==> config.mk <==
export PLATFORM = sky130hd
export DESIGN_NAME = multicycle_control
export DESIGN_NICKNAME = d
export VERILOG_FILES = /design/src/rtl/multicycle_control.sv
export SDC_FILE = /design/constraint.sdc
export NUM_CORES = 1
export LEC_CHECK = 0
export ABC_CLOCK_PERIOD_IN_PS = 6000
export CORE_ASPECT_RATIO = 1.75
export CORE_MARGIN = 8
export CORE_UTILIZATION = 40
export CTS_CLUSTER_DIAMETER = 100
export DETAILED_ROUTE_END_ITERATION = 10
export PLACE_DENSITY = 0.69
export SLEW_MARGIN = 10
export SYNTH_ARGS = -nofsm -noshare
export SYNTH_HDL_FRONTEND = slang
export SYNTH_SLANG_ARGS = --single-unit
export TNS_END_PERCENT = 10
==> constraint.sdc <==
create_clock -name clk -period 6 [get_ports clk]
set_clock_uncertainty 0.15 [all_clocks]
set_input_delay 1.8 -clock clk [delete_from_list [all_inputs] [get_ports clk]]
set_output_delay 1.8 -clock clk [all_outputs]
set_load 0.03 [all_outputs]
==> src/rtl/multicycle_control.sv <==
// Multi-cycle control FSM for the RV32I-subset datapath.
// Fetch/decode/execute/memory/writeback with bus timeout and trap.
module multicycle_control #(
  parameter int WIDTH       = 32,
  parameter int CNT_WIDTH   = 16,
  parameter int MEM_TIMEOUT = 15
) (
  input  logic                 clk,
  input  logic                 rst,
  input  logic [WIDTH-1:0]     instr,
  input  logic                 EQ,
  input  logic                 mem_ready,
  output logic                 mem_req,
  output logic                 MemWrite,
  output logic                 IRWrite,
  output logic                 PCWrite,
  output logic                 PCsrc,
  output logic                 RegWrite,
  output logic                 ALUsrc,
  output logic [2:0]           ALUctrl,
  output logic [1:0]           ImmSrc,
  output logic                 ResultSrc,
  output logic                 illegal,
  output logic                 bus_error,
  output logic [CNT_WIDTH-1:0] retired_count,
  output logic [2:0]           state
);

  typedef enum logic [2:0] {
    S_FETCH = 3'd0,
    S_DECODE = 3'd1,
    S_EXEC = 3'd2,
    S_MEM = 3'd3,
    S_WB = 3'd4,
    S_TRAP = 3'd5
  } state_t;

  localparam logic [7:0] LIMIT = 8'(MEM_TIMEOUT - 1);

  state_t st, st_n;

  // Only the decode fields of the instruction are kept.
  logic [6:0] ir_op;
  logic [2:0] ir_f3;
  logic [6:0] ir_f7;
  logic [7:0] wcnt;

  logic unused_bits;
  assign unused_bits = ^{instr[24:15], instr[11:7]};

  logic is_addi, is_add, is_sub;
  logic is_beq, is_bne, is_lw, is_sw;
  logic is_alu, is_br, is_ls, legal;
  logic taken, wait_st, tmo;
  logic retire, set_ill, set_bus;

  assign is_addi = ir_op == 7'd19 && ir_f3 == 3'd0;
  assign is_add = ir_op == 7'd51 && ir_f3 == 3'd0
               && ir_f7 == 7'h00;
  assign is_sub = ir_op == 7'd51 && ir_f3 == 3'd0
               && ir_f7 == 7'h20;
  assign is_beq = ir_op == 7'd99 && ir_f3 == 3'd0;
  assign is_bne = ir_op == 7'd99 && ir_f3 == 3'd1;
  assign is_lw = ir_op == 7'd3 && ir_f3 == 3'd2;
  assign is_sw = ir_op == 7'd35 && ir_f3 == 3'd2;

  assign is_alu = is_add | is_sub;
  assign is_br = is_beq | is_bne;
  assign is_ls = is_lw | is_sw;
  assign legal = is_addi | is_alu | is_br | is_ls;

  assign taken = is_beq ? EQ : ~EQ;
  assign wait_st = st == S_FETCH || st == S_MEM;
  assign tmo = ~mem_ready && wcnt == LIMIT;
  assign state = st;

  always_comb begin
    st_n = st;
    mem_req = 1'b0;
    MemWrite = 1'b0;
    IRWrite = 1'b0;
    PCWrite = 1'b0;
    PCsrc = 1'b0;
    RegWrite = 1'b0;
    ALUsrc = 1'b0;
    ALUctrl = 3'b000;
    ImmSrc = 2'b00;
    ResultSrc = 1'b0;
    retire = 1'b0;
    set_ill = 1'b0;
    set_bus = 1'b0;
    unique case (st)
      S_FETCH: begin
        mem_req = 1'b1;
        // No IR load may slip through while reset is held.
        IRWrite = mem_ready & ~rst;
        if (mem_ready) begin
          st_n = S_DECODE;
        end else if (tmo) begin
          st_n = S_TRAP;
          set_bus = 1'b1;
        end
      end
      S_DECODE: begin
        st_n = legal ? S_EXEC : S_TRAP;
        set_ill = ~legal;
      end
      S_EXEC: begin
        unique case (1'b1)
          is_addi: begin
            ALUsrc = 1'b1;
            st_n = S_WB;
          end
          is_alu: begin
            ALUctrl = is_sub ? 3'b001 : 3'b000;
            st_n = S_WB;
          end
          is_br: begin
            ALUctrl = 3'b001;
            ImmSrc = 2'b10;
            PCWrite = 1'b1;
            PCsrc = taken;
            retire = 1'b1;
            st_n = S_FETCH;
          end
          is_ls: begin
            ALUsrc = 1'b1;
            ImmSrc = is_sw ? 2'b01 : 2'b00;
            st_n = S_MEM;
          end
          default: st_n = S_TRAP;
        endcase
      end
      S_MEM: begin
        mem_req = 1'b1;
        MemWrite = is_sw;
        ALUsrc = 1'b1;
        ImmSrc = is_sw ? 2'b01 : 2'b00;
        if (mem_ready) begin
          if (is_sw) begin
            PCWrite = 1'b1;
            retire = 1'b1;
            st_n = S_FETCH;
          end else begin
            st_n = S_WB;
          end
        end else if (tmo) begin
          st_n = S_TRAP;
          set_bus = 1'b1;
        end
      end
      S_WB: begin
        RegWrite = 1'b1;
        PCWrite = 1'b1;
        ResultSrc = is_lw;
        retire = 1'b1;
        st_n = S_FETCH;
      end
      S_TRAP: st_n = S_TRAP;
      default: st_n = S_FETCH;
    endcase
  end

  always_ff @(posedge clk or posedge rst) begin
    if (rst) begin
      st <= S_FETCH;
      ir_op <= '0;
      ir_f3 <= '0;
      ir_f7 <= '0;
      wcnt <= '0;
      retired_count <= '0;
      illegal <= 1'b0;
      bus_error <= 1'b0;
    end else begin
      st <= st_n;
      if (IRWrite) begin
        ir_op <= instr[6:0];
        ir_f3 <= instr[14:12];
        ir_f7 <= instr[31:25];
      end
      // Wait counter restarts on every state entry.
      if (st_n != st)
        wcnt <= '0;
      else if (wait_st && !mem_ready)
        wcnt <= wcnt + 8'd1;
      if (retire)
        retired_count <= retired_count + 1'b1;
      if (set_ill)
        illegal <= 1'b1;
      if (set_bus)
        bus_error <= 1'b1;
    end
  end

endmodule
# Word-level counts from Yosys, hierarchy flattened
# Index checks and enable logic that the tools add are counted.
[word_totals]
regBits = 46
inputBits = 36
out_inout_bits = 34
elab_cells = 88
[op_classes]
add_sub_neg = 2
eq_ne = 15
muxes = 33
n_bitwise = 11
reduce_logical = 19
[op_table]
columns = ["cell", "count"]
rows = [
  ["7-bit by 6-bit equality test with 1-bit output, second input constant", 3],
  ["1-bit 2-to-1 mux", 19],
  ["16-bit by 1-bit adder with 16-bit output, second input constant", 1],
  ["8-bit 2-to-1 mux", 2],
  ["3-bit 2-to-1 mux", 5],
  ["3-bit one-hot mux with 5 select lines", 1],
  ["1-bit logical AND", 10],
  ["3-bit by 2-bit equality test with 1-bit output, second input constant", 3],
  ["3-bit one-hot mux with 3 select lines", 1],
  ["8-bit by 1-bit adder with 8-bit output, second input constant", 1],
  ["8-bit by 4-bit equality test with 1-bit output, second input constant", 1],
  ["2-bit one-hot mux with 2 select lines", 2],
  ["7-bit by 2-bit equality test with 1-bit output, second input constant", 1],
  ["7-bit by 5-bit equality test with 1-bit output, second input constant", 1],
  ["7-bit equality test, second input constant", 1],
  ["7-bit logical NOT", 1],
  ["3-bit by 1-bit equality test with 1-bit output, second input constant", 2],
  ["3-bit equality test, second input constant", 2],
  ["3-bit logical NOT", 2],
  ["1-bit bitwise OR", 6],
  ["2-bit OR reduction", 3],
  ["1-bit NOT", 4],
  ["1-bit one-hot mux with 2 select lines", 2],
  ["3-bit != test", 1],
  ["other kinds (5)", 5],
]

# Depth between registers and ports, before layout
# Gate-level depths: netlist (run 1).
[logic_depth]
depth_word = 11
ltp_mapped = 7
depth_no_buf = 7

# Least setup slack after synthesis (run 1)
# No wires, ideal clock.
[synth_path]
kind = "input port to output port"
from = "input port rst"
to = "output port IRWrite"
arrival_ps = 3988
required_ps = 4050
setup_slack_ps = 62
path_stages = 4
n_path_buf = 1
cell_sequence = "inv_1 nand3_1 nor3_2 clkbuf_1"
[synth_between]
elab_chain_len = 3
[synth_lines]
columns = ["item", "line_no", "rtl"]
rows = [
  ["start: declaration", "9", "input logic rst,"],
  ["1-bit NOT", "96", "IRWrite = mem_ready & ~rst;"],
  ["1-bit bitwise AND", "96", ""],
  ["1-bit 2-to-1 mux", "92", "unique case (st)"],
  ["end: declaration", "15", "output logic IRWrite,"],
]
# No other way between the ends.

# Final worst setup path (run 1)
[layout_path]
from = "input port mem_ready"
to = "output port PCWrite"
[layout_between]
elab_chain_len = 2
[layout_lines]
columns = ["item", "line_no", "rtl"]
rows = [
  ["start: declaration", "12", "input logic mem_ready,"],
  ["1-bit 2-to-1 mux", "139", "if (mem_ready) begin"],
  ["1-bit one-hot mux with 3 select lines", "92", ""],
  ["end: declaration", "16", "output logic PCWrite,"],
]
# No other way between the ends.

==> out/qor.yml, run 1 <==
synth_xor_area_share_pct: 8.88
drive_above_1_share_pct: 12.9
r2r_slack_ns: 3.36
switching_share_pct: 29.5
synth_compound_area_share_pct: 8.68
rsz0062_at_grt: "false"
syn_inst: 229
critPathRequiredTime_ns: 4.05
synthFlopType: "dfrtp_1"
cpMostUsedCell: "clkdlybuf4s50_1"
cts_hold_buffers: 0
post_cts_resized: 0
slew_headroom_pct: 39.8
initial_utilization_pct: 40.5
clkTransAtPathRegs_ns: 0.09
worstPathCellList: "clkdlybuf4s50_1, and4b_1, a32o_1, a21oi_1, inv_1, clkdlybuf4s50_1"
portBuffers: 52
grt_pass1_wl_mm: 9.43
dieArea_mm2: 0.00903
synthMuxAreaShare_pct: 8.22
fillers: 609
synth_top_family_by_area: "simple AND/OR/NAND/NOR gates"
core_area_mm2: 0.00609
layout.nets: 324
pwr-share-seq_pct: 52.8
htreeDepth: 2
globalRouteTotalUtil_pct: 13.2
regArea_mm2: 0.00115
ys_seq_area_share_pct: 46.7
min_from: "bus_error$_DFFE_PP0P_"
gp_congestion: 0.875
yosysMostFrequentCell: "dfrtp_1"
slowest_delay_ns: 0.59
cts_buffer_depth: 2
preCtsSetupSlack_ns: 0.398
hp-class: "register to register"
leakagePower_nw: 1.34
antenna_found_initial: 0
dieWidth_um: 75.4
dr_wl_met2_mm: 2.90
fin_crit_sh_pct: 93.1
clockRootBuffer: "clkbuf_8"
power.density_mw_per_mm2: 216
worstSetupStartpointType: "input port"
timing.final.ws_setup_ns: 0.413
top_layer_used: "met4"
critPathArrivalTime_ns: 3.64
cts_buffers: 5
antenna_cells: 0
drt_pass1_iterations: 4
ys_warn_count: 0
power.total_w: 0.000683
path_max_fanout: 3
wirelength_mm: 5.62
period_needed_ns: 5.59
synthTopCellsByCount: "46 x dfrtp_1, 19 x nor2_1, 18 x mux2_2"
drc: 0
worstSetupPathType: "input port to output port"
r2r_cells: 6
synth_cell_types: 52
drtAntennaViolNets: 0
synthAdderAreaFrac_pct: 1.52
cpMaxStageDelayCell: "clkdlybuf4s50_1"
yosys-top-cells-area: "dfrtp_1 47%, mux2_2 8.2%, xor2_1 5.3%, xnor2_1 3.6%, nor2_1 2.9%"
async_reset_ff_share_pct: 100
setup-violations-final: 0
final_util_pct: 52.0
dp_hpwl_mm: 4.32
synth_simple_gate_area_share_pct: 22.5
synth_top_area_cell: "dfrtp_1"
hold_violations: 0
via_count: 1931
hold_path_depth: 1
fmax_ghz: 0.179
grt_max_degree: 47
synth_top_area_share_pct: 46.7
clkSinkCount: 46
avgRoutedWirePerCell_um: 15.4
rows: 38
reg2reg_to: "retired_count[6]$_DFFE_PP0P_"
tns_ns: 0
status: "completed"
multiInputGateArea_mm2: 0.00123
internal_power_w: 0.000481
slew_viol_final: 0
io_pins: 70
met3_length_um: 333
cts_setup_buffers: 0
viasPerCell: 5.28
drtIter0Drc: 115
place_area_mm2: 0.00307
ys_ff_latch: 46
combinationalPowerShare_pct: 18.7
critPathCaptureType: "output port"
power_switching_w: 0.000201
drt-met1-wl_mm: 2.27
maxCapViolCount: 0
avgSynthCellArea_um2: 10.8
clkLatencyLatePin_ns: 0.30
die_h_um: 120
worst_slew_pin_slew_ns: 0.896
reg2reg_from: "state[1]$_DFF_PP0_"
synth-edff-count: 0
synthesis.area_mm2: 0.00247
ir_worst_vdd_uv: 124
area_growth_pct: 28.3
finalInstanceArea_mm2: 0.00316
grt_overflow_total: 0
clkPwrFrac_pct: 28.5
cts_tree: "done"
holdPathEnd: "bus_error$_DFFE_PP0P_"
grt_pass1_vias: 2050
## critical path, delay by kind of cell
family | cells | cell delay (ns)
buf+inv | 3 | 1.12
simple gates | 1 | 0.24
compound gates | 2 | 0.47
## power by group through the flow
stage	registers (W)	clock network, W	logic, W
global route	0.000365	0.000212	0.000139
finish	0.000360	0.000195	0.000128
global placement	0.000365	0	0.000126
CTS	0.000360	0.000200	0.000130
detailed placement	0.000366	0	0.000129
floorplan	0.000364	0	0.0000824
## placed cells by master, fill, tap and decap left out, types with 2 or more instances in the layout
cell             count
xnor2_1             10
dfrtp_1             46
mux2_2              18
nand3b_1             5
nor4_1               3
nor2_1              19
or4bb_1              2
buf_4                5
or4_1                3
xor2_1              15
conb_1               2
nand2_1              6
clkdlybuf4s50_1     51
o41ai_1              2
and3_1               4
a21oi_1              5
o21ai_0              4
and2_1               2
nor3b_1              3
nor3_1              13
or3b_1               2
ha_1                 3
nand3_1             13
nand4_1              8
clkbuf_8             6
inv_1                9
## worst max path at each step
stage          startpoint       to  slack, ns  cells past startpoint
2_1_floorplan         rst  IRWrite       0.06                      4
3_3_place_gp    mem_ready  PCWrite       0.38                      6
3_5_place_dp    mem_ready  PCWrite       0.40                      6
4_1_cts         mem_ready  PCWrite       0.39                      6
5_1_grt         mem_ready  PCWrite       0.35                      6
6_report        mem_ready  PCWrite       0.41                      6
## flip-flops by register name (all words and copies together) (netlist names)
signal	flops
retired_count	16
wcnt	8
ir_f7	7
ir_op	7
ir_f3	3
state	3
bus_error	1
illegal	1
## metrics by stage
step / hold WS, ns / cells
final: 0.309 / 366
after global placement: 0.288 / 358
after CTS: 0.314 / 366
after detailed placement: 0.296 / 358
after global routing: 0.341 / 366
after floorplan: 0.322 / 230
## cell type report
type                    count  area share [%]
well taps                  80            3.16
multi-input cells         166            39.0
flip-flops and latches     46            36.4
repair buffers             56            17.3
clock inverters             1           0.158
inverters                  10            1.19
clock buffers               7            2.73
## metal layers
metal | vias to the layer above | global-route usage (%)
met2 | 47 | 22.1
met5 | - | 0
met4 | 0 | 5.81
met3 | 12 | 3.51
li1 | 941 | -
met1 | 931 | 15.0
## logic make-up (layout without fill, tap and decap cells)
logic type,count (synthesis),count (layout)
AND/OR/NAND/NOR,94,94
flip-flops,46,46
XOR/XNOR,25,25
AO/OA/AOI/OAI,24,24
multiplexers,18,18
buffers and inverters,18,74
adder cells (fa/ha/maj),3,3
other,1,2
(Power assumes the default switching activity.)
==> run 2, diff against run 1 <==
--- a/config.mk
+++ b/config.mk
@@ -11,6 +11,7 @@
 export CORE_UTILIZATION = 40
 export CTS_CLUSTER_DIAMETER = 100
 export DETAILED_ROUTE_END_ITERATION = 10
+export MAX_ROUTING_LAYER = met4
 export PLACE_DENSITY = 0.69
 export SLEW_MARGIN = 10
 export SYNTH_ARGS = -nofsm -noshare
==> constraint.sdc (replaced) <==
create_clock -name clk -period 6 [get_ports clk]
set_clock_uncertainty 0.15 [all_clocks]
set_input_delay 1.8 -clock clk [delete_from_list [all_inputs] [get_ports clk]]
set_output_delay 1.8 -clock clk [all_outputs]
set_load 0.1 [all_outputs]
==> out/qor.yml, run 2 (synthesis results as in run 1) <==
clkSinkCount: 46  # unchanged
wirelength_mm: 5.71  # +1.6%
met3_length_um: 337  # +1.2%
dp_hpwl_mm: 4.37  # +1.3%
multiInputGateArea_mm2: 0.00124  # +0.81%
dieWidth_um: 75.4  # unchanged
timing.final.ws_setup_ns: 0.650  # +0.237 ns
final_cell_mix: "49 x clkdlybuf4s50_1, 46 x dfrtp_1, 19 x nor2_1, 18 x mux2_2, 15 x xor2_1"
finalInstanceArea_mm2: 0.00319  # +0.79%
worstSetupPathType: "input port to output port"
portBuffers: 52  # unchanged
cts_buffers: 5  # unchanged
drc: 0  # unchanged
clockRootBuffer: "clkbuf_8"
dieArea_mm2: 0.00903  # unchanged
slowest_delay_ns: 0.46  # -0.13 ns
avgRoutedWirePerCell_um: 15.6  # +1.8%
tns_ns: 0  # unchanged
gp_congestion: 0.835  # -4.6%
area_growth_pct: 29.3
cts_hold_buffers: 0  # unchanged
post_cts_resized: 0  # unchanged
worst_slew_pin_slew_ns: 0.985  # +0.0892 ns
final_common_cell: "clkdlybuf4s50_1"
layout.nets: 323  # -0.31%
leakagePower_nw: 1.34  # +0.32%
grt_pass1_vias: 2089  # +1.9%
top_register: "retired_count"
dr_wl_met2_mm: 2.97  # +2.4%
fillers: 595  # -2.3%
hp-class: "register to register"
initial_utilization_pct: 40.5  # unchanged
hold_violations: 0  # unchanged
status: "completed"
clkTransAtPathRegs_ns: 0.09  # about the same
cts_setup_buffers: 0  # unchanged
die_h_um: 120  # unchanged
path_max_fanout: 4  # +1
viasPerCell: 5.41  # +2.5%
power.density_mw_per_mm2: 228  # +5.8%
place_area_mm2: 0.00309  # +0.73%
globalRouteTotalUtil_pct: 13.6  # +0.35 points
ir_worst_vdd_uv: 136  # +9.6%
critPathRequiredTime_ns: 4.05  # about the same
worstPathCellList: "clkdlybuf4s50_1, and4b_1, a32o_1, a21oi_1, inv_1, buf_12"
cts_tree: "done"
grt_pass1_wl_mm: 9.46  # +0.36%
antenna_cells: 0  # unchanged
largest_reg_flops: 16  # unchanged
rsz0062_at_grt: "false"
cts_buffer_depth: 2  # unchanged
drt_pass1_iterations: 4  # unchanged
grt_max_degree: 47  # unchanged
critPathCaptureType: "output port"
maxCapViolCount: 0  # unchanged
io_pins: 70  # unchanged
slew_headroom_pct: 34.1  # -5.7 points
rows: 38  # unchanged
worstSetupStartpointType: "input port"
critPathArrivalTime_ns: 3.40  # -0.24 ns
drt-met1-wl_mm: 2.28  # +0.75%
cpMaxStageDelayCell: "clkdlybuf4s50_1"
grt_overflow_total: 0  # unchanged
period_needed_ns: 5.35  # -0.237 ns
drive_above_1_share_pct: 14.4  # +1.4 points
antenna_found_initial: 0  # unchanged
htreeDepth: 2  # unchanged
slew_viol_final: 0  # unchanged
biggestRegsByFlops: "retired_count (16), wcnt (8)"
setup-violations-final: 0  # unchanged
via_count: 1974  # +2.2%
regArea_mm2: 0.00115  # unchanged
top_layer_used: "met4"
whs_ns: 0.311  # +0.00210 ns
core_area_mm2: 0.00609  # unchanged
fmax_ghz: 0.187  # +4.4%
fin_crit_sh_pct: 89.2  # -3.9 points
drtIter0Drc: 83  # -28%
clkLatencyLatePin_ns: 0.31  # about the same
preCtsSetupSlack_ns: 0.616  # +0.218 ns
drtAntennaViolNets: 0  # unchanged
## run 2: cell count changes in the layout (fill, tap and decap cells not counted)
cell / before / now
buf_12: 0 / 2
clkinv_4: 0 / 1
nor3b_2: 0 / 2
clkbuf_8: 6 / 5
clkbuf_1: 1 / 0
clkinv_2: 1 / 0
inv_6: 0 / 1
clkdlybuf4s50_1: 51 / 49
nor3b_1: 3 / 1
buf_4: 5 / 4
clkinvlp_4: 0 / 1
## run 2: critical path, delay by kind of cell
kind	cells	cell delay, ns
buffers and inverters	3	0.78
AO/OA/AOI/OAI	2	0.59
AND/OR/NAND/NOR	1	0.24
## run 2: final timing paths
check                                 startpoint                            to  slack (ns)  cells past startpoint
max in group asynchronous                    rst          ir_op[4]$_DFFE_PP0P_        3.46                      3
max                                    mem_ready                       PCWrite        0.65                      6
min                        bus_error$_DFFE_PP0P_         bus_error$_DFFE_PP0P_        0.31                      1
min in group asynchronous                    rst           wcnt[7]$_DFFE_PP0P_        1.85                      3
max reg2reg                   state[1]$_DFF_PP0_  retired_count[6]$_DFFE_PP0P_        3.46                      5
min reg2reg                bus_error$_DFFE_PP0P_         bus_error$_DFFE_PP0P_        0.31                      1
## run 2: area by class of cell
| class | count | area share (%) |
|---|---|---|
| clock buffer | 5 | 2.16 |
| clock inverter | 3 | 0.785 |
| inverter | 10 | 1.18 |
| multi-input combinational | 166 | 39.1 |
| sequential | 46 | 36.1 |
| tap | 80 | 3.14 |
| timing repair buffer | 55 | 17.6 |
## run 2: through the flow
step                std cells  total power [W]  utilization, %
floorplan                 230         0.000489               -
global placement          357         0.000536            50.8
detailed placement        357         0.000539            50.8
CTS                       365         0.000736            52.4
global route              365         0.000759            52.4
finish                    365         0.000728            52.4
## run 2: report_power, final
part	internal [W]	switching, W	leakage (nW)	total [W]
Clock	0.0000842	0.000113	0.0447	0.000198
Combinational	0.0000603	0.000110	0.690	0.000170
Sequential	0.000328	0.0000322	0.606	0.000360
## run 2: routing by layer
layer / track usage (%) / up-vias
met3: 3.76 / 14
met5: - / -
met2: 22.8 / 61
met4: 5.69 / 0
met1: 14.3 / 957
li1: - / 942
==> edit, RTL diff (config.mk and constraints of run 1) <==
Set the parameter `CNT_WIDTH` to 32 (it was 16).
--- a/src/rtl/multicycle_control.sv
+++ b/src/rtl/multicycle_control.sv
@@ -2,7 +2,7 @@
 // Fetch/decode/execute/memory/writeback with bus timeout and trap.
 module multicycle_control #(
   parameter int WIDTH       = 32,
-  parameter int CNT_WIDTH   = 16,
+  parameter int CNT_WIDTH   = 32,
   parameter int MEM_TIMEOUT = 15
 ) (
   input  logic                 clk,
Interface: changed (resized retired_count); port bits go from 70 to 86. The function was not compared with the original's and may differ.
==> edit against run 1 <==
Clock power rose by 130%. Final cell count rose by 26%. Setup slack got worse by 0.074 ns. Total power rose by 36%. Routed wire length rose by 40%. Sequential share of layout area rose by 0.53 points. Area after synthesis rose by 29%. Hold slack improved by 0.0021 ns. Final area rose by 33%. Sequential cell count rose by 16.
==> edit: results (changes against run 1) <==
metric;value;unit;change
top_regs;retired_count: 32 flops, wcnt: 8 flops;;
layout-drive-gt1-share;0.1159;;-0.01347
cts_buffers;9;;+4
grt_pass1_wl;13230;µm;+40%
place_area;3939;µm²;+28%
vdd_drop_max;0.1457;mV;+17%
grt_max_degree;37;;-21%
wl_met3;492;µm;+48%
leakagePower;1.726;nW;+29%
outcome;finished clean;;
max_stage_delay;0.68;ns;+0.09 ns
met2WireLength;3990;µm;+37%
clockRootBuffer;clkbuf_16;;
area.sequential;1551;µm²;+35%
drt_wl_total;7881;µm;+40%
nNonClkBuffers;73;;+30%
non_clock_buffer_area_share;0.1709;;-0.002325
met2_usage;0.2527;;+0.03164
cts.clk_slew.worst_paths;0.05;ns;-0.04 ns
io_buffer_count;68;;+31%
synth.distinct_cells;50;;-3.8%
seq_cells;62;;+35%
multi_input_area_share;0.3633;;-0.02712
fp.coreArea;7801;µm²;+28%
clkbuf_count;15;;+8
fin_nets;405;;+25%
initialDrtViolationCount;107;;-7.0%
synth_common_cells;62 x dfrtp_1, 28 x xor2_1, 24 x nand2_1, 22 x nor2_1, 20 x nor3_1;;
seq-power;0.427;mW;+19%
rr_startpoint;ir_op[2]$_DFFE_PP0P_;;
max_slew_margin;0.4920;;+0.09369
worst_skew_pair.late_latency;0.32;ns;+0.02 ns
critPathArrivalTime;3.71;ns;+0.07 ns
h-tree-depth;3;;+1
multi_input_gates;212;;+28%
p_seq_frac;0.461;;-0.067
met1_usage;0.1501;;-0.0003775
met3_usage;0.05100;;+0.01591
dp_slack;0.3644;ns;-0.03329 ns
ys_seq_area_frac;0.4878;;+0.02104
viasPerCell;5.395;;+2.3%
switching_share;0.2082;;-0.08673
clock_area_frac;0.06254;;+0.03366
synth.area.top_cells;dfrtp_1 49%, xor2_1 7.7%, mux2_2 6.0%;;
setup_ws;0.3392;ns;-0.07402 ns
p_comb;0.0429;mW;-66%
inverters_excl_clock;8;;-2
m1WireLength;3181;µm;+40%
crit_family;buffers and inverters;;
==> edit: kinds of logic (layout without fill, tap and decap cells) <==
logic type,count (synthesis),in the layout,synth area share
AOI/OAI and AO/OA,18,18,0.04367
xor gates and xnor gates,40,40,0.1102
adders and majority gates,3,3,0.01180
buffers and inverters,23,97,0.03619
DFF,62,62,0.4878
muxes,18,18,0.06333
other,1,2,0.001179
and+or+nand+nor,131,131,0.2459
==> edit: worst paths after layout <==
path,end,cells after the start
worst max-delay path,PCWrite,5
worst min-delay path,bus_error$_DFFE_PP0P_,1
worst max register to register,retired_count[30]$_DFFE_PP0P_,7
worst min register to register,bus_error$_DFFE_PP0P_,1
max in group asynchronous,retired_count[14]$_DFFE_PP0P_,3
min in group asynchronous,ir_f7[5]$_DFFE_PP0P_,2
==> edit: through the flow <==
step	std cells	hold slack, ns	utilization
after global routing	461	0.3471	0.5386
after detailed placement	445	0.3053	0.5049
after CTS	461	0.3165	0.5386
final	461	0.3108	0.5386
after global placement	445	0.2915	0.5049
after floorplan	297	0.3215	-
